$ cat src/rtl/load_store_unit_if.sv
`default_nettype none
// ============================================================================
// Module      : load_store_unit_if
// Description : Signal bundle between the execute stage, the load/store unit
//               and the word-wide request/ack data bus.
//               master : environment view (execute stage + memory model)
//               slave  : load/store unit view
//               Request  : req_valid/req_ready/req_we/req_size/req_unsigned/
//                          req_addr/req_wdata
//               Response : resp_valid/resp_rdata/resp_misaligned/resp_timeout
//               Bus      : mem_req/mem_we/mem_addr/mem_wstrb/mem_wdata/
//                          mem_rdata/mem_ack
// Revision    : 1.0 - initial release
// ============================================================================
interface load_store_unit_if;
    logic        req_valid;
    logic        req_ready;
    logic        req_we;
    logic [1:0]  req_size;
    logic        req_unsigned;
    logic [31:0] req_addr;
    logic [31:0] req_wdata;

    logic        resp_valid;
    logic [31:0] resp_rdata;
    logic        resp_misaligned;
    logic        resp_timeout;

    logic        mem_req;
    logic        mem_we;
    logic [31:0] mem_addr;
    logic [3:0]  mem_wstrb;
    logic [31:0] mem_wdata;
    logic [31:0] mem_rdata;
    logic        mem_ack;

    modport master (
        output req_valid, req_we, req_size, req_unsigned, req_addr, req_wdata,
        output mem_rdata, mem_ack,
        input  req_ready, resp_valid, resp_rdata, resp_misaligned, resp_timeout,
        input  mem_req, mem_we, mem_addr, mem_wstrb, mem_wdata
    );

    modport slave (
        input  req_valid, req_we, req_size, req_unsigned, req_addr, req_wdata,
        input  mem_rdata, mem_ack,
        output req_ready, resp_valid, resp_rdata, resp_misaligned, resp_timeout,
        output mem_req, mem_we, mem_addr, mem_wstrb, mem_wdata
    );
endinterface
`default_nettype wire

$ cat src/rtl/load_store_unit.sv
`default_nettype none
// ============================================================================
// Module      : load_store_unit
// Description : Memory-access stage. Accepts one load/store at a time from
//               execute, checks alignment, runs a single request/ack bus
//               cycle with lane-replicated store data and byte strobes, and
//               returns sign/zero-extended load data. Bus cycles that are not
//               acknowledged within MEM_TIMEOUT cycles are aborted.
//               Ports: clk, rst_n (async, active low), bus (slave modport of
//               load_store_unit_if: request, response and data-bus groups).
// Revision    : 1.0 - initial release
// ============================================================================
module load_store_unit #(
    parameter int MEM_TIMEOUT = 255
) (
    input  logic             clk,
    input  logic             rst_n,
    load_store_unit_if.slave bus
);

    localparam logic [1:0]  c_IDLE         = 2'd0;
    localparam logic [1:0]  c_MEM          = 2'd1;
    localparam logic [1:0]  c_RESP         = 2'd2;
    // Counter value at the start of the last MEM cycle allowed before abort.
    localparam logic [15:0] c_TIMEOUT_LAST = 16'(MEM_TIMEOUT - 1);

    logic [1:0]  r_state;
    logic [1:0]  w_next_state;

    logic        r_we;
    logic        r_unsigned;
    logic [1:0]  r_size;
    logic [1:0]  r_off;
    logic [15:0] r_cnt;

    logic        r_resp_valid;
    logic [31:0] r_resp_rdata;
    logic        r_resp_mis;
    logic        r_resp_to;
    logic        r_mem_req;
    logic        r_mem_we;
    logic [31:0] r_mem_addr;
    logic [3:0]  r_mem_wstrb;
    logic [31:0] r_mem_wdata;

    logic        w_misaligned;
    logic [3:0]  w_wstrb;
    logic [31:0] w_wdata;
    logic [31:0] w_lane;
    logic [31:0] w_load_data;
    logic        w_timeout_hit;

    assign bus.req_ready       = (r_state == c_IDLE);
    assign bus.resp_valid      = r_resp_valid;
    assign bus.resp_rdata      = r_resp_rdata;
    assign bus.resp_misaligned = r_resp_mis;
    assign bus.resp_timeout    = r_resp_to;
    assign bus.mem_req         = r_mem_req;
    assign bus.mem_we          = r_mem_we;
    assign bus.mem_addr        = r_mem_addr;
    assign bus.mem_wstrb       = r_mem_wstrb;
    assign bus.mem_wdata       = r_mem_wdata;

    // Alignment check plus store strobes/lane replication for the request
    // currently presented on the request port.
    always_comb begin
        w_misaligned = 1'b0;
        w_wstrb      = 4'b0000;
        w_wdata      = 32'h0;
        case (bus.req_size)
            2'b00: begin
                w_wstrb = 4'b0001 << bus.req_addr[1:0];
                w_wdata = {4{bus.req_wdata[7:0]}};
            end
            2'b01: begin
                w_misaligned = bus.req_addr[0];
                w_wstrb      = 4'b0011 << bus.req_addr[1:0];
                w_wdata      = {2{bus.req_wdata[15:0]}};
            end
            2'b10: begin
                w_misaligned = |bus.req_addr[1:0];
                w_wstrb      = 4'b1111;
                w_wdata      = bus.req_wdata;
            end
            default: w_misaligned = 1'b1;
        endcase
        if (!bus.req_we) begin
            w_wstrb = 4'b0000;
            w_wdata = 32'h0;
        end
    end

    // Load lane selection and extension from the captured offset/size.
    always_comb begin
        w_lane = bus.mem_rdata >> {r_off, 3'b000};
        case (r_size)
            2'b00:   w_load_data = {{24{w_lane[7]  & ~r_unsigned}}, w_lane[7:0]};
            2'b01:   w_load_data = {{16{w_lane[15] & ~r_unsigned}}, w_lane[15:0]};
            default: w_load_data = w_lane;  // only word size reaches MEM here
        endcase
        if (r_we) begin
            w_load_data = 32'h0;
        end
    end

    assign w_timeout_hit = (r_cnt == c_TIMEOUT_LAST);

    always_comb begin
        w_next_state = r_state;
        case (r_state)
            c_IDLE: begin
                if (bus.req_valid) begin
                    w_next_state = w_misaligned ? c_RESP : c_MEM;
                end
            end
            // ack has priority over the timeout limit in the same cycle
            c_MEM: begin
                if (bus.mem_ack || w_timeout_hit) begin
                    w_next_state = c_RESP;
                end
            end
            c_RESP:  w_next_state = c_IDLE;
            default: w_next_state = c_IDLE;
        endcase
    end

    always_ff @(posedge clk or negedge rst_n) begin
        if (!rst_n) begin
            r_state <= c_IDLE;
        end else begin
            r_state <= w_next_state;
        end
    end

    always_ff @(posedge clk or negedge rst_n) begin
        if (!rst_n) begin
            r_we         <= 1'b0;
            r_unsigned   <= 1'b0;
            r_size       <= 2'b00;
            r_off        <= 2'b00;
            r_cnt        <= 16'h0;
            r_resp_valid <= 1'b0;
            r_resp_rdata <= 32'h0;
            r_resp_mis   <= 1'b0;
            r_resp_to    <= 1'b0;
            r_mem_req    <= 1'b0;
            r_mem_we     <= 1'b0;
            r_mem_addr   <= 32'h0;
            r_mem_wstrb  <= 4'b0000;
            r_mem_wdata  <= 32'h0;
        end else begin
            // One-cycle pulse: high exactly while the FSM sits in RESP.
            r_resp_valid <= (w_next_state == c_RESP);
            case (r_state)
                c_IDLE: begin
                    if (bus.req_valid) begin
                        r_we       <= bus.req_we;
                        r_unsigned <= bus.req_unsigned;
                        r_size     <= bus.req_size;
                        r_off      <= bus.req_addr[1:0];
                        if (w_misaligned) begin
                            r_resp_mis   <= 1'b1;
                            r_resp_to    <= 1'b0;
                            r_resp_rdata <= 32'h0;
                        end else begin
                            r_mem_req   <= 1'b1;
                            r_mem_we    <= bus.req_we;
                            r_mem_addr  <= {bus.req_addr[31:2], 2'b00};
                            r_mem_wstrb <= w_wstrb;
                            r_mem_wdata <= w_wdata;
                            r_cnt       <= 16'h0;
                        end
                    end
                end
                c_MEM: begin
                    if (bus.mem_ack) begin
                        r_mem_req    <= 1'b0;
                        r_resp_rdata <= w_load_data;
                        r_resp_mis   <= 1'b0;
                        r_resp_to    <= 1'b0;
                    end else if (w_timeout_hit) begin
                        r_mem_req    <= 1'b0;
                        r_resp_rdata <= 32'h0;
                        r_resp_mis   <= 1'b0;
                        r_resp_to    <= 1'b1;
                    end else begin
                        r_cnt <= r_cnt + 16'd1;
                    end
                end
                default: ;
            endcase
        end
    end

endmodule
`default_nettype wire

$ cat src/flat_wrapper.sv
// flat-port wrapper written by rule: the top's interface ports become plain ports
module load_store_unit_flat 
#(
    parameter int MEM_TIMEOUT = 255
)
  (clk, rst_n, bus_req_valid, bus_req_we, bus_req_size, bus_req_unsigned, bus_req_addr, bus_req_wdata, bus_mem_rdata, bus_mem_ack, bus_req_ready, bus_resp_valid, bus_resp_rdata, bus_resp_misaligned, bus_resp_timeout, bus_mem_req, bus_mem_we, bus_mem_addr, bus_mem_wstrb, bus_mem_wdata);
  load_store_unit_if bus_i ();
  input  logic clk;
  input  logic rst_n;
  input wire logic [$bits(bus_i.req_valid)-1:0] bus_req_valid;
  input wire logic [$bits(bus_i.req_we)-1:0] bus_req_we;
  input wire logic [$bits(bus_i.req_size)-1:0] bus_req_size;
  input wire logic [$bits(bus_i.req_unsigned)-1:0] bus_req_unsigned;
  input wire logic [$bits(bus_i.req_addr)-1:0] bus_req_addr;
  input wire logic [$bits(bus_i.req_wdata)-1:0] bus_req_wdata;
  input wire logic [$bits(bus_i.mem_rdata)-1:0] bus_mem_rdata;
  input wire logic [$bits(bus_i.mem_ack)-1:0] bus_mem_ack;
  output wire logic [$bits(bus_i.req_ready)-1:0] bus_req_ready;
  output wire logic [$bits(bus_i.resp_valid)-1:0] bus_resp_valid;
  output wire logic [$bits(bus_i.resp_rdata)-1:0] bus_resp_rdata;
  output wire logic [$bits(bus_i.resp_misaligned)-1:0] bus_resp_misaligned;
  output wire logic [$bits(bus_i.resp_timeout)-1:0] bus_resp_timeout;
  output wire logic [$bits(bus_i.mem_req)-1:0] bus_mem_req;
  output wire logic [$bits(bus_i.mem_we)-1:0] bus_mem_we;
  output wire logic [$bits(bus_i.mem_addr)-1:0] bus_mem_addr;
  output wire logic [$bits(bus_i.mem_wstrb)-1:0] bus_mem_wstrb;
  output wire logic [$bits(bus_i.mem_wdata)-1:0] bus_mem_wdata;
  assign bus_i.req_valid = bus_req_valid;
  assign bus_i.req_we = bus_req_we;
  assign bus_i.req_size = bus_req_size;
  assign bus_i.req_unsigned = bus_req_unsigned;
  assign bus_i.req_addr = bus_req_addr;
  assign bus_i.req_wdata = bus_req_wdata;
  assign bus_i.mem_rdata = bus_mem_rdata;
  assign bus_i.mem_ack = bus_mem_ack;
  assign bus_req_ready = bus_i.req_ready;
  assign bus_resp_valid = bus_i.resp_valid;
  assign bus_resp_rdata = bus_i.resp_rdata;
  assign bus_resp_misaligned = bus_i.resp_misaligned;
  assign bus_resp_timeout = bus_i.resp_timeout;
  assign bus_mem_req = bus_i.mem_req;
  assign bus_mem_we = bus_i.mem_we;
  assign bus_mem_addr = bus_i.mem_addr;
  assign bus_mem_wstrb = bus_i.mem_wstrb;
  assign bus_mem_wdata = bus_i.mem_wdata;
  load_store_unit #(.MEM_TIMEOUT(MEM_TIMEOUT)) u_core (.clk(clk), .rst_n(rst_n), .bus(bus_i));
endmodule
$ cat config.mk
export PLATFORM = sky130hd
export DESIGN_NAME = load_store_unit_flat
export DESIGN_NICKNAME = d
export VERILOG_FILES = /design/src/rtl/load_store_unit_if.sv /design/src/rtl/load_store_unit.sv /design/src/flat_wrapper.sv
export SDC_FILE = /design/constraint.sdc
export NUM_CORES = 1
export LEC_CHECK = 0
export CAP_MARGIN = 10
export CORE_MARGIN = 2
export CORE_UTILIZATION = 50
export CTS_BUF_LIST = sky130_fd_sc_hd__clkbuf_2 sky130_fd_sc_hd__clkbuf_4 sky130_fd_sc_hd__clkbuf_8
export DETAILED_ROUTE_END_ITERATION = 10
export PLACE_DENSITY = 0.85
export SETUP_SLACK_MARGIN = 0.3
export SYNTH_ARGS = -nofsm -noshare
export SYNTH_HDL_FRONTEND = slang
export SYNTH_SLANG_ARGS = --single-unit
$ cat constraint.sdc
create_clock -name clk -period 6.5 [get_ports clk]
set_input_delay 0.65 -clock clk [delete_from_list [all_inputs] [get_ports clk]]
set_output_delay 0.65 -clock clk [all_outputs]
set_load 0.01 [all_outputs]
* Word level (Yosys, flattened, before mapping)
Index checks and enable logic that the tools add are counted.
Widths: inputs -> output; s select.
** Word-level totals
- Bits in read-only memories :: 0
- Memories kept :: 0
- Bits in latches :: 0
- Bits in registers :: 127
- Bits in writable memories :: 0
- Input port bits :: 104
** Cells by class
- Reduce and logical (&&, ||, !) cells :: 11
- Shifts and indexed selects :: 3
- Equal/unequal tests :: 12
- Divide/modulo/power cells :: 0
- Bitwise logic cells :: 4
- $lt $le $gt $ge :: 0
- $mul :: 0
- Mux-type cells :: 34
- Add/subtract/negate cells :: 1
** Operators with widths (count)
- $mux 32 :: 6
- $pmux 32 s2 :: 2
- $pmux 32 s3 :: 1
- $mux 16 :: 4
- $pmux 16 s2 :: 1
- $shr 32x5->32 :: 1
- $add 16x1->16 const B :: 1
- $eq 16x8->1 const B :: 1
- $pmux 4 s3 :: 1
- $mux 1 :: 10
- $ne 2x2->1 const B :: 4
- $reduce_and 4->1 :: 2
- $eq 2x1->1 const B :: 3
- $logic_not 2->1 :: 3
- $mux 2 :: 3
- $pmux 1 s2 :: 3
- $reduce_and 5->1 :: 1
- $eq 2x2->1 const B :: 2
- $mux 4 :: 1
- $pmux 2 s2 :: 1
- $shl 1x2->4 const A :: 1
- $shl 2x2->4 const A :: 1
- $ne 3x2->1 const B :: 1
- $pmux 1 s3 :: 1
- 8 further kinds :: 10

* Logic depth before layout (Yosys ltp)
Gate-level depths: netlist (run 1).
- Depth after elaboration :: 6
- Depth in mapped cells :: 8
- Gate-level depth less buffers :: 7

* Least setup slack after synthesis (run 1)
Ideal clock, no wire load.
- Path kind :: in2reg
- Start point :: input bus_req_valid
- End point :: register u_core.r_resp_rdata[30] (netlist: u_core.bus.resp_rdata[30])
- Required time :: 6.374 ns
- Data arrival time :: 2.162 ns
- Cell stages on the path :: 6
- Library setup time :: 0.126 ns
- Setup slack :: 4.212 ns
- Cell sequence :: nor3b_2 -> a32o_1 -> clkbuf_1 -> a21oi_2 -> buf_6 -> a221o_1
** On the way
- Cells in the longest elaborated chain, start to end :: 2
** Ends and longest elaborated chain
- start: declaration :: RTL line flat_wrapper.sv:10 : input wire logic [$bits(bus_i.req_valid)-1:0] bus_req_valid;
- $ne 2x2->1 (no source line)
- $reduce_and 4->1 (no source line)
- end signal: assignment :: RTL line load_store_unit.sv:178 : r_resp_rdata <= w_load_data;
- end: declaration :: RTL line load_store_unit.sv:37 : logic [31:0] r_resp_rdata;
No other way between the ends.
A chain may end at the register's enable or synchronous reset.

* Worst setup path in the final report (run 1)
- Start point :: input bus_req_size[0]
- End point :: register u_core.r_cnt[1]
** On the way
- Cells in the longest elaborated chain, start to end :: 4
** Ends and longest elaborated chain
- start: declaration :: RTL line flat_wrapper.sv:12 : input wire logic [$bits(bus_i.req_size)-1:0] bus_req_size;
- $eq 2x2->1, or another cell as far along :: RTL line load_store_unit.sv:70 : case (bus.req_size)
- $pmux 1 s3 * :: RTL line load_store_unit.sv:70
- $ne 2x2->1 (no source line) *
- $reduce_and 5->1 (no source line) *
- end signal: assignment :: RTL line load_store_unit.sv:187 : r_cnt <= r_cnt + 16'd1;
- end: declaration :: RTL line load_store_unit.sv:34 : logic [15:0] r_cnt;
Mark *: on every way between the ends. The rest lies on a longest branch, timed or not.

==> results of run 1 <==
## metal layers
layer  vias up  share of wire  track usage
li1       2323              -            -
met1      2469           0.39       0.3318
met2       228           0.51       0.4551
met3        31          0.085      0.09449
met4         0          0.015      0.07480
met5         -              0            0
## logic make-up after synthesis
logic type               synth area share
other                           0.0006351
adder cells (fa/ha/maj)          0.004238
flip-flops                         0.5382
AND/OR/NAND/NOR                   0.09896
multiplexers                       0.1416
XOR/XNOR                         0.002967
buffers and inverters             0.03433
AO/OA/AOI/OAI                      0.1791
## per-stage QoR
| stage | util | hold slack (ns) |
|---|---|---|
| after detailed placement | 0.7011 | 0.4693 |
| after global placement | 0.7011 | 0.4608 |
| after global routing | 0.7362 | 0.2080 |
| final | 0.7362 | 0.1894 |
| after floorplan | - | 0.3544 |
| after CTS | 0.7362 | 0.1900 |
## power by group through the flow
| stage | sequential (uW) | combinational, uW | clock [uW] |
|---|---|---|---|
| final | 1140 | 1010 | 685 |
| after global routing | 1170 | 1090 | 737 |
| after CTS | 1140 | 1020 | 694 |
| after detailed placement | 1150 | 1020 | 0 |
| after global placement | 1140 | 992 | 0 |
| after floorplan | 1200 | 387 | 0 |
## registers in the layout, indices dropped and copies added, names as in the netlist
register                    flops
u_core.r_cnt                   16
u_core.bus.mem_req              1
u_core.r_off                    2
u_core.bus.resp_timeout         1
u_core.bus.mem_addr            30
u_core.bus.resp_misaligned      1
u_core.r_unsigned               1
u_core.r_state                  2
u_core.bus.mem_we               1
u_core.bus.mem_wdata           32
u_core.r_size                   2
u_core.bus.mem_wstrb            4
u_core.bus.resp_valid           1
u_core.r_we                     1
u_core.bus.resp_rdata          32
## worst max-delay path by stage
stage	from	to	cells past startpoint
final	bus_req_size[0]	u_core.r_cnt[1]$_DFFE_PN0P_	6
after CTS	bus_req_size[0]	u_core.r_cnt[1]$_DFFE_PN0P_	6
after detailed placement	bus_req_size[0]	u_core.r_cnt[1]$_DFFE_PN0P_	6
after floorplan	bus_req_valid	u_core.bus.resp_rdata[30]$_DFFE_PN0P_	6
after global routing	bus_req_size[0]	u_core.r_cnt[1]$_DFFE_PN0P_	6
after global placement	bus_req_size[0]	u_core.r_cnt[1]$_DFFE_PN0P_	6
## layout make-up
class	instances	area [um^2]
clock inverter	9	110.1
sequential	127	3178
tap	143	178.9
clock buffer	23	291.5
multi-input combinational	351	2527
inverter	9	33.78
fill	770	3025
timing repair buffer	214	2122
## synthesized netlist by cell type, types with 2 or more instances
master	n
a211oi_1	7
a21o_1	9
a21oi_1	27
a221o_1	9
a22o_1	24
a22oi_1	8
a31oi_1	7
buf_1	7
buf_2	3
buf_4	2
buf_6	2
clkbuf_1	24
dfrtp_1	127
ha_1	2
inv_1	8
mux2_2	50
mux2i_1	25
nand2_1	46
nand3_1	7
nand3b_1	2
nand4_1	2
nand4b_1	2
nor2_1	19
nor2b_1	5
nor3_1	4
nor3b_1	3
o21ai_0	44
o2bb2ai_1	10
o31ai_1	3
or2_2	2
or3_1	7
or4_1	3
or4bb_1	2
xnor2_1	2
==> results.sh, run 1 <==
export IMPL_status="completed"
export IMPL_setup_viol=0
export IMPL_overflow=0
export IMPL_critical_path_class="input pin to register"
export IMPL_ioPinCount=210
export IMPL_cts_sinks=127
export IMPL_p_per_area_nw_per_um2=336.8
export IMPL_path_clk_slew_ns=0.07
export IMPL_initial_core_util=0.5149
export IMPL_synth_top_cell_by_area="dfrtp_1"
export IMPL_rsz0062_at_grt="no"
export IMPL_fin_tns_setup_ns=0
export IMPL_yosysSeqAreaShare=0.5382
export IMPL_cts_setup_buffers=0
export IMPL_antenna_cells=0
export IMPL_internal_power_uw=1963
export IMPL_cts_tree="built"
export IMPL_synth_top_area_frac=0.5382
export IMPL_slowest_delay_ns=0.96
export IMPL_layout_commonest_cell="clkdlybuf4s50_1"
export IMPL_clk_root_buffer_cell="clkbuf_8"
export IMPL_worstSkewPairLatency_ns=0.44
export IMPL_ir_drop_uv=227.1
export IMPL_design_core_area_um2=11470
export IMPL_fin_worst_skew_ns=0.01216
export IMPL_syn_area_um2=5904
export IMPL_power_uw=2843
export IMPL_fin_crit_sh=0.5161
export IMPL_place_hpwl_um=11870
export IMPL_path_buf_inv=2
export IMPL_p_leak_uw=0.003578
export IMPL_num_rows=39
export IMPL_arrival_ns=3.68
export IMPL_reg2reg_setup_slack_ns=3.86
export IMPL_clockPowerShare=0.241
export IMPL_cts_buffers=17
export IMPL_ys_types=54
export IMPL_antenna_found_initial=0
export IMPL_share_comb_of_total_power=0.357
export IMPL_cpLargestDelayFamily="buffers and inverters"
export IMPL_synth_edf_count=0
export IMPL_drc_errors=0
export IMPL_synthArstFlopShare=1.000
export IMPL_p_sw_uw=879.6
export IMPL_via_count=5051
export IMPL_grt_pass1_wl_um=26960
export IMPL_syn_avg_cell_area_um2=11.27
export IMPL_hold_violations=0
export IMPL_pre_cts_ws_ns=2.755
export IMPL_ys_warn_count=0
export IMPL_fmax_ghz=0.2981
export IMPL_firstDrtPassIters=4
export IMPL_areaGrowthSynthToFinish_pct=42.98
export IMPL_reg2reg_to="u_core.r_cnt[1]$_DFFE_PN0P_"
export IMPL_cap_violations=0
export IMPL_place_inst=844
export IMPL_synthTopCellsByArea="dfrtp_1 (54%), mux2_2 (9.5%), mux2i_1 (4.2%)"
export IMPL_clock_path_buffers=2
export IMPL_drive_gt1_frac=0.1351
export IMPL_cp_max_fo=39
export IMPL_synth_cells=524
export IMPL_dpl_instance_area_um2=8040
export IMPL_fp_dieH_um=112.7
export IMPL_ys_flop_type="dfrtp_1"
export IMPL_crit_path_end_kind="register"
export IMPL_crit_reg2reg_launch="u_core.r_state[1]$_DFF_PN0_"
export IMPL_post_route_cell_area_um2=8442
export IMPL_die_x_um=112.7
export IMPL_worstPathCellList="clkdlybuf4s50_1 -> or3_1 -> a21bo_2 -> buf_4 -> o21ai_0 -> mux2_2"
export IMPL_critical_path_required_ns=6.83
export IMPL_pwr_share_seq=0.402
export IMPL_antenna_left=0
export IMPL_drv_slew=0
export IMPL_min_path_type="input pin to async pin"
export IMPL_via_per_inst=5.766
export IMPL_nNetsFinal=826
export IMPL_gr_usage_all_layers=0.2702
export IMPL_die_area_um2=12690
export IMPL_wirelength_um=16540
export IMPL_start_kind="input pin"
export IMPL_swShare=0.3094
export IMPL_grt_pass1_vias=5367
export IMPL_worst_slack_ns=3.146
export IMPL_port_buffers=207
export IMPL_place_congestion=0.8664
export IMPL_drtIter0Drc=335
export IMPL_wl_per_cell_um=18.88
export IMPL_cts_resized=0
export IMPL_cts_hold_buffers=0
export IMPL_stdcell_count=876
export IMPL_synth_seq_cells=127
export IMPL_htreeDepth=4
export IMPL_post_route_min_period_ns=3.354
export IMPL_slew_headroom=0.2969
export IMPL_cp_slowest_cell="clkdlybuf4s50_1"
export IMPL_final_cell_mix="clkdlybuf4s50_1 (206), dfrtp_1 (127), mux2_2 (50)"
export IMPL_worst_pin_slew_ns=1.055
export IMPL_grt_max_degree=86
export IMPL_reg2reg_depth=5
Note: power is estimated with default switching activity, not from simulation.
==> inputs of run 2 (changes only) <==
Settings changed: CORE_UTILIZATION 50 to 42, PLACE_DENSITY 0.85 to 0.76.
Clock period 6.5 ns to 2.85 ns, I/O delays scaled along.
==> run 2 against run 1 <==
- setup slack worse by 2.6 ns
- highest routed layer unchanged
- core utilization down 11 points
- cell area increased by 2.0%
- total power up 130%
- critical path type is now register to register
- die area grew 18%
- critical path depth increased by 1
- hold slack improved by 0.17 ns
- register-to-register slack lost 3.3 ns
- sequential share of layout area down 0.73 points
- largest power group unchanged
==> results.sh, run 2 (synthesized netlist as in run 1, its figures left out) <==
export IMPL_status="completed"
export IMPL_fin_tns_setup_ns=0
export IMPL_hold_violations=0
export IMPL_place_inst=893
export IMPL_met1_usage=0.2901
export IMPL_antenna_left=0
export IMPL_nNetsFinal=839
export IMPL_crit_path_end_kind="register"
export IMPL_grt_pass1_wl_um=26590
export IMPL_drv_slew=0
export IMPL_swShare=0.3099
export IMPL_share_comb_of_total_power=0.365
export IMPL_drive_gt1_frac=0.1490
export IMPL_grt_max_degree=68
export IMPL_pwr_share_seq=0.395
export IMPL_via_per_inst=5.461
export IMPL_critical_path_required_ns=3.18
export IMPL_reg2reg_to="u_core.bus.resp_rdata[27]$_DFFE_PN0P_"
export IMPL_p_per_area_nw_per_um2=755.6
export IMPL_antenna_found_initial=0
export IMPL_cp_max_fo=26
export IMPL_rsz0062_at_grt="no"
export IMPL_via_count=5051
export IMPL_reg2reg_setup_slack_ns=0.52
export IMPL_internal_power_uw=4489
export IMPL_cts_setup_buffers=0
export IMPL_drtIter0Drc=242
export IMPL_die_x_um=122.6
export IMPL_layout_commonest_cell="clkdlybuf4s50_1"
export IMPL_worstSkewPairLatency_ns=0.44
export IMPL_crit_reg2reg_launch="u_core.r_cnt[0]$_DFFE_PN0P_"
export IMPL_busiest_layer="met2"
export IMPL_cap_violations=0
export IMPL_fin_util=0.6227
export IMPL_gr_usage_all_layers=0.2296
export IMPL_worst_pin_slew_ns=0.6731
export IMPL_dpl_instance_area_um2=8204
export IMPL_areaGrowthSynthToFinish_pct=45.81
export IMPL_cp_slowest_cell="or4b_1"
export IMPL_firstDrtPassIters=5
export IMPL_cts_sinks=127
export IMPL_grt_pass1_vias=5176
export IMPL_fillers=1084
export IMPL_stdcell_count=925
export IMPL_initial_core_util=0.4270
export IMPL_ioPinCount=210
export IMPL_critical_path_class="register to register"
export IMPL_post_route_cell_area_um2=8610
export IMPL_place_hpwl_um=12260
export IMPL_design_core_area_um2=13830
export IMPL_final_cell_mix="clkdlybuf4s50_1 (206), dfrtp_1 (127), mux2_2 (50)"
export IMPL_drc_errors=0
export IMPL_fp_dieH_um=122.6
export IMPL_path_clk_slew_ns=0.07
export IMPL_clockPowerShare=0.239
export IMPL_place_congestion=0.8696
export IMPL_port_buffers=207
export IMPL_wirelength_um=16740
export IMPL_worstPathCellList="inv_1 -> ha_1 -> or4b_1 -> nor4_2 -> a21oi_2 -> buf_4 -> a221o_1"
export IMPL_p_leak_uw=0.003651
export IMPL_post_route_min_period_ns=2.334
export IMPL_clk_root_buffer_cell="clkbuf_8"
export IMPL_setup_viol=0
export IMPL_arrival_ns=2.66
export IMPL_p_sw_uw=2016
export IMPL_overflow=0
export IMPL_fin_crit_sh=0.8189
export IMPL_wl_per_cell_um=18.10
export IMPL_grt_use_met2=0.3785
export IMPL_die_area_um2=15020
export IMPL_clock_path_buffers=2
export IMPL_min_path_type="input pin to async pin"
export IMPL_cts_buffers=17
export IMPL_slowest_delay_ns=0.45
export IMPL_num_rows=43
export IMPL_fin_worst_skew_ns=0.01392
export IMPL_reg2reg_depth=7
export IMPL_start_kind="register"
export IMPL_cts_tree="built"
export IMPL_fmax_ghz=0.4285
export IMPL_cp_startpoint="u_core.r_cnt[0]$_DFFE_PN0P_"
export IMPL_grt_use_met3=0.06738
export IMPL_antenna_cells=0
export IMPL_hold_ws_ns=0.3611
export IMPL_htreeDepth=4
export IMPL_ir_drop_uv=454.5
export IMPL_slew_headroom=0.5496
export IMPL_endpoint="u_core.bus.resp_rdata[27]$_DFFE_PN0P_"
## run 2: cell type report
type,count,area [um^2],area share
Sequential cell,127,3178,0.3691
Multi-Input combinational cell,351,2530,0.2939
Inverter,9,33.78,0.003924
Timing Repair Buffer,227,2247,0.2610
Clock inverter,10,112.6,0.01308
Clock buffer,21,282.8,0.03284
Tap cell,180,225.2,0.02616
## run 2: worst min path at each step
stage / startpoint / to
after floorplan: rst_n / u_core.bus.mem_addr[10]$_DFFE_PN0P_
after global placement: rst_n / u_core.bus.mem_addr[30]$_DFFE_PN0P_
after detailed placement: rst_n / u_core.bus.mem_addr[30]$_DFFE_PN0P_
after CTS: rst_n / u_core.bus.resp_rdata[6]$_DFFE_PN0P_
after global routing: rst_n / u_core.bus.mem_addr[30]$_DFFE_PN0P_
final: rst_n / u_core.bus.mem_wstrb[1]$_DFFE_PN0P_
## run 2: metal layers
layer  up-vias  part of all wire
met1      2505              0.42
met5         -                 0
met3        19             0.062
li1       2335                 -
met2       192              0.50
met4         0             0.014
## run 2: power by group through the flow
stage	Combinational (uW)	Clock, uW	Sequential [uW]
after global placement	2340	0	2580
after global routing	2550	1680	2630
after detailed placement	2380	0	2600
after CTS	2390	1600	2570
after floorplan	884	0	2740
final	2380	1560	2570
## run 2: what timing repair did
item	4_1_cts	5_1_grt
hold endpoints to repair	38	0
endpoints found under the setup margin	0	0
hold buffers	1	0
resized for setup	0	0
## run 2: worst max-delay path: cells and delay by family, from the launching register on
family / cells / cell delay [ns]
compound gates: 2 / 0.51
fa+ha+maj: 1 / 0.15
buf+inv: 2 / 0.34
flops: 1 / 0.42
simple gates: 2 / 0.79
## run 2: stage by stage
stage / setup WS (ns) / power [uW]
2_1_floorplan: 0.7350 / 3622
3_3_place_gp: 0.4598 / 4916
3_5_place_dp: 0.3532 / 4979
4_1_cts: 0.5179 / 6558
5_1_grt: 0.3507 / 6860
6_report: 0.5161 / 6505
==> inputs of run 3 (changes only) <==
Settings changed: CORE_UTILIZATION 42 to 47, PLACE_DENSITY 0.76 to 0.8.
Clock period 2.85 ns to 2.3 ns, I/O delays scaled along.
==> run 3 against run 2 <==
- sequential share of layout area shrank 1.7 points
- total power grew 26%
- clock power grew 23%
- setup slack lost 0.38 ns
- count of clock-buffer cells in the layout shrank 2
- core utilization grew 12 points
- clock skew shrank 0.0051 ns
- register-to-register slack lost 0.38 ns
- largest cell class unchanged
==> results.sh, run 3 (synthesized netlist as in run 1, its figures left out) <==
export IMPL_status="completed"
export IMPL_design_core_area_um2=12160
export IMPL_worstPathCellList="or4bb_4 -> nor4_4 -> buf_4 -> buf_6 -> o21ai_4 -> mux2_4"
export IMPL_cts_sinks=127
export IMPL_gr_usage_all_layers=0.2686
export IMPL_p_per_area_nw_per_um2=910.9
export IMPL_ioPinCount=210
export IMPL_post_route_min_period_ns=2.167
export IMPL_reg2reg_setup_slack_ns=0.13
export IMPL_arrival_ns=2.49
export IMPL_drc_errors=0
export IMPL_cp_slowest_cell="or4bb_4"
export IMPL_fin_crit_sh=0.9424
export IMPL_grt_pass1_vias=5353
export IMPL_fin_util=0.7426
export IMPL_layout_commonest_cell="clkdlybuf4s50_1"
export IMPL_crit_path_end_kind="register"
export IMPL_final_cell_mix="clkdlybuf4s50_1 (206), dfrtp_1 (126), mux2_2 (49)"
export IMPL_antenna_cells=0
export IMPL_cp_max_fo=3
export IMPL_initial_core_util=0.4855
export IMPL_power_uw=8227
export IMPL_cts_tree="built"
export IMPL_die_area_um2=13470
export IMPL_cap_violations=0
export IMPL_antenna_found_initial=0
export IMPL_worst_pin_slew_ns=0.6435
export IMPL_place_congestion=0.8728
export IMPL_slew_headroom=0.5694
export IMPL_nNetsFinal=871
export IMPL_hold_violations=0
export IMPL_via_per_inst=5.613
export IMPL_ir_drop_uv=798.0
export IMPL_wirelength_um=17830
export IMPL_cts_buffers=17
export IMPL_grt_pass1_wl_um=27520
export IMPL_rsz0062_at_grt="yes"
export IMPL_areaGrowthSynthToFinish_pct=52.96
export IMPL_clk_root_buffer_cell="clkbuf_8"
export IMPL_worstSkewPairLatency_ns=0.43
export IMPL_path_clk_slew_ns=0.07
export IMPL_die_x_um=116.1
export IMPL_fin_worst_skew_ns=0.008823
export IMPL_cpLargestDelayFamily="simple AND/OR/NAND/NOR gates"
export IMPL_place_hpwl_um=12380
export IMPL_p_leak_uw=0.003879
export IMPL_fillers=828
export IMPL_drive_gt1_frac=0.2005
export IMPL_min_path_type="input pin to async pin"
export IMPL_dpl_instance_area_um2=8352
export IMPL_fin_tns_setup_ns=0
export IMPL_fmax_ghz=0.4614
export IMPL_critical_path_class="register to register"
export IMPL_port_buffers=207
export IMPL_start_kind="register"
export IMPL_fp_dieH_um=116.1
export IMPL_drv_slew=0
export IMPL_path_buf_inv=2
export IMPL_overflow=0
export IMPL_slowest_delay_ns=0.56
export IMPL_via_count=5310
export IMPL_grt_max_degree=53
export IMPL_setup_viol=0
export IMPL_wl_per_cell_um=18.85
export IMPL_clock_path_buffers=2
export IMPL_firstDrtPassIters=5
export IMPL_antenna_left=0
export IMPL_num_rows=40
export IMPL_drtIter0Drc=413
export IMPL_post_route_cell_area_um2=9031
export IMPL_critical_path_required_ns=2.62
export IMPL_hold_ws_ns=0.3423
export IMPL_htreeDepth=4
-- run 3: cell count changes in the layout (fill, tap and decap cells not counted), moves of 2 or more --
cell        before  now
buf_12           2    4
buf_4           18   40
buf_6            0    4
clkbuf_16        0    3
clkinvlp_4       2    4
inv_6            0    2
nor4_4           0    2
o21ai_0         44   40
o21ai_1          1    3
-- run 3: where the power goes --
part           total (uW)  switching [uW]  leakage (uW)  internal, uW
Sequential           3160             348       0.00164          2810
Clock                1920             905      0.000194          1020
Combinational        3140            1330       0.00205          1810
-- run 3: through the flow --
step	std cells	worst slack, ns
after floorplan	525	0.2820
after global placement	898	0.08701
after detailed placement	898	-0.05253
after CTS	942	0.1631
after global routing	946	0.05563
final	946	0.1326
-- run 3: repair_timing --
action | in CTS | in global routing
setup buffers | 9 | 3
hold buffers | 1 | 0
resized for setup | 16 | 16
cloned | 2 | 1
endpoints found under the hold margin | 37 | 0
endpoints found under the setup margin | 24 | 49
pin swaps | 2 | 6
-- run 3: area by class of cell --
| class | count | area (um^2) | area share |
|---|---|---|---|
| clock buffer | 19 | 261.5 | 0.02896 |
| clock inverter | 13 | 136.4 | 0.01510 |
| inverter | 9 | 36.28 | 0.004018 |
| multi-input combinational | 351 | 2620 | 0.2901 |
| sequential | 127 | 3179 | 0.3520 |
| tap | 168 | 210.2 | 0.02328 |
| timing repair buffer | 259 | 2587 | 0.2865 |
-- run 3: per-layer routing --
metal  GRT usage  part of all wire  routed length, um
met5           0                 0                  0
met4     0.07937             0.014                250
met3     0.08577             0.074               1318
met2      0.4526              0.52               9266
met1      0.3330              0.39               6999
-- run 3: final timing paths --
path,startpoint,to,cells past startpoint
max,u_core.r_cnt[10]$_DFFE_PN0P_,u_core.r_cnt[1]$_DFFE_PN0P_,6
min reg2reg,u_core.bus.mem_req$_DFFE_PN0P_,u_core.bus.mem_req$_DFFE_PN0P_,1
max in group asynchronous,rst_n,u_core.bus.resp_rdata[2]$_DFFE_PN0P_,3
min,rst_n,u_core.bus.resp_rdata[30]$_DFFE_PN0P_,2
max reg2reg,u_core.r_cnt[10]$_DFFE_PN0P_,u_core.r_cnt[1]$_DFFE_PN0P_,6
min in group clk,bus_req_addr[13],u_core.bus.mem_addr[13]$_DFFE_PN0P_,2
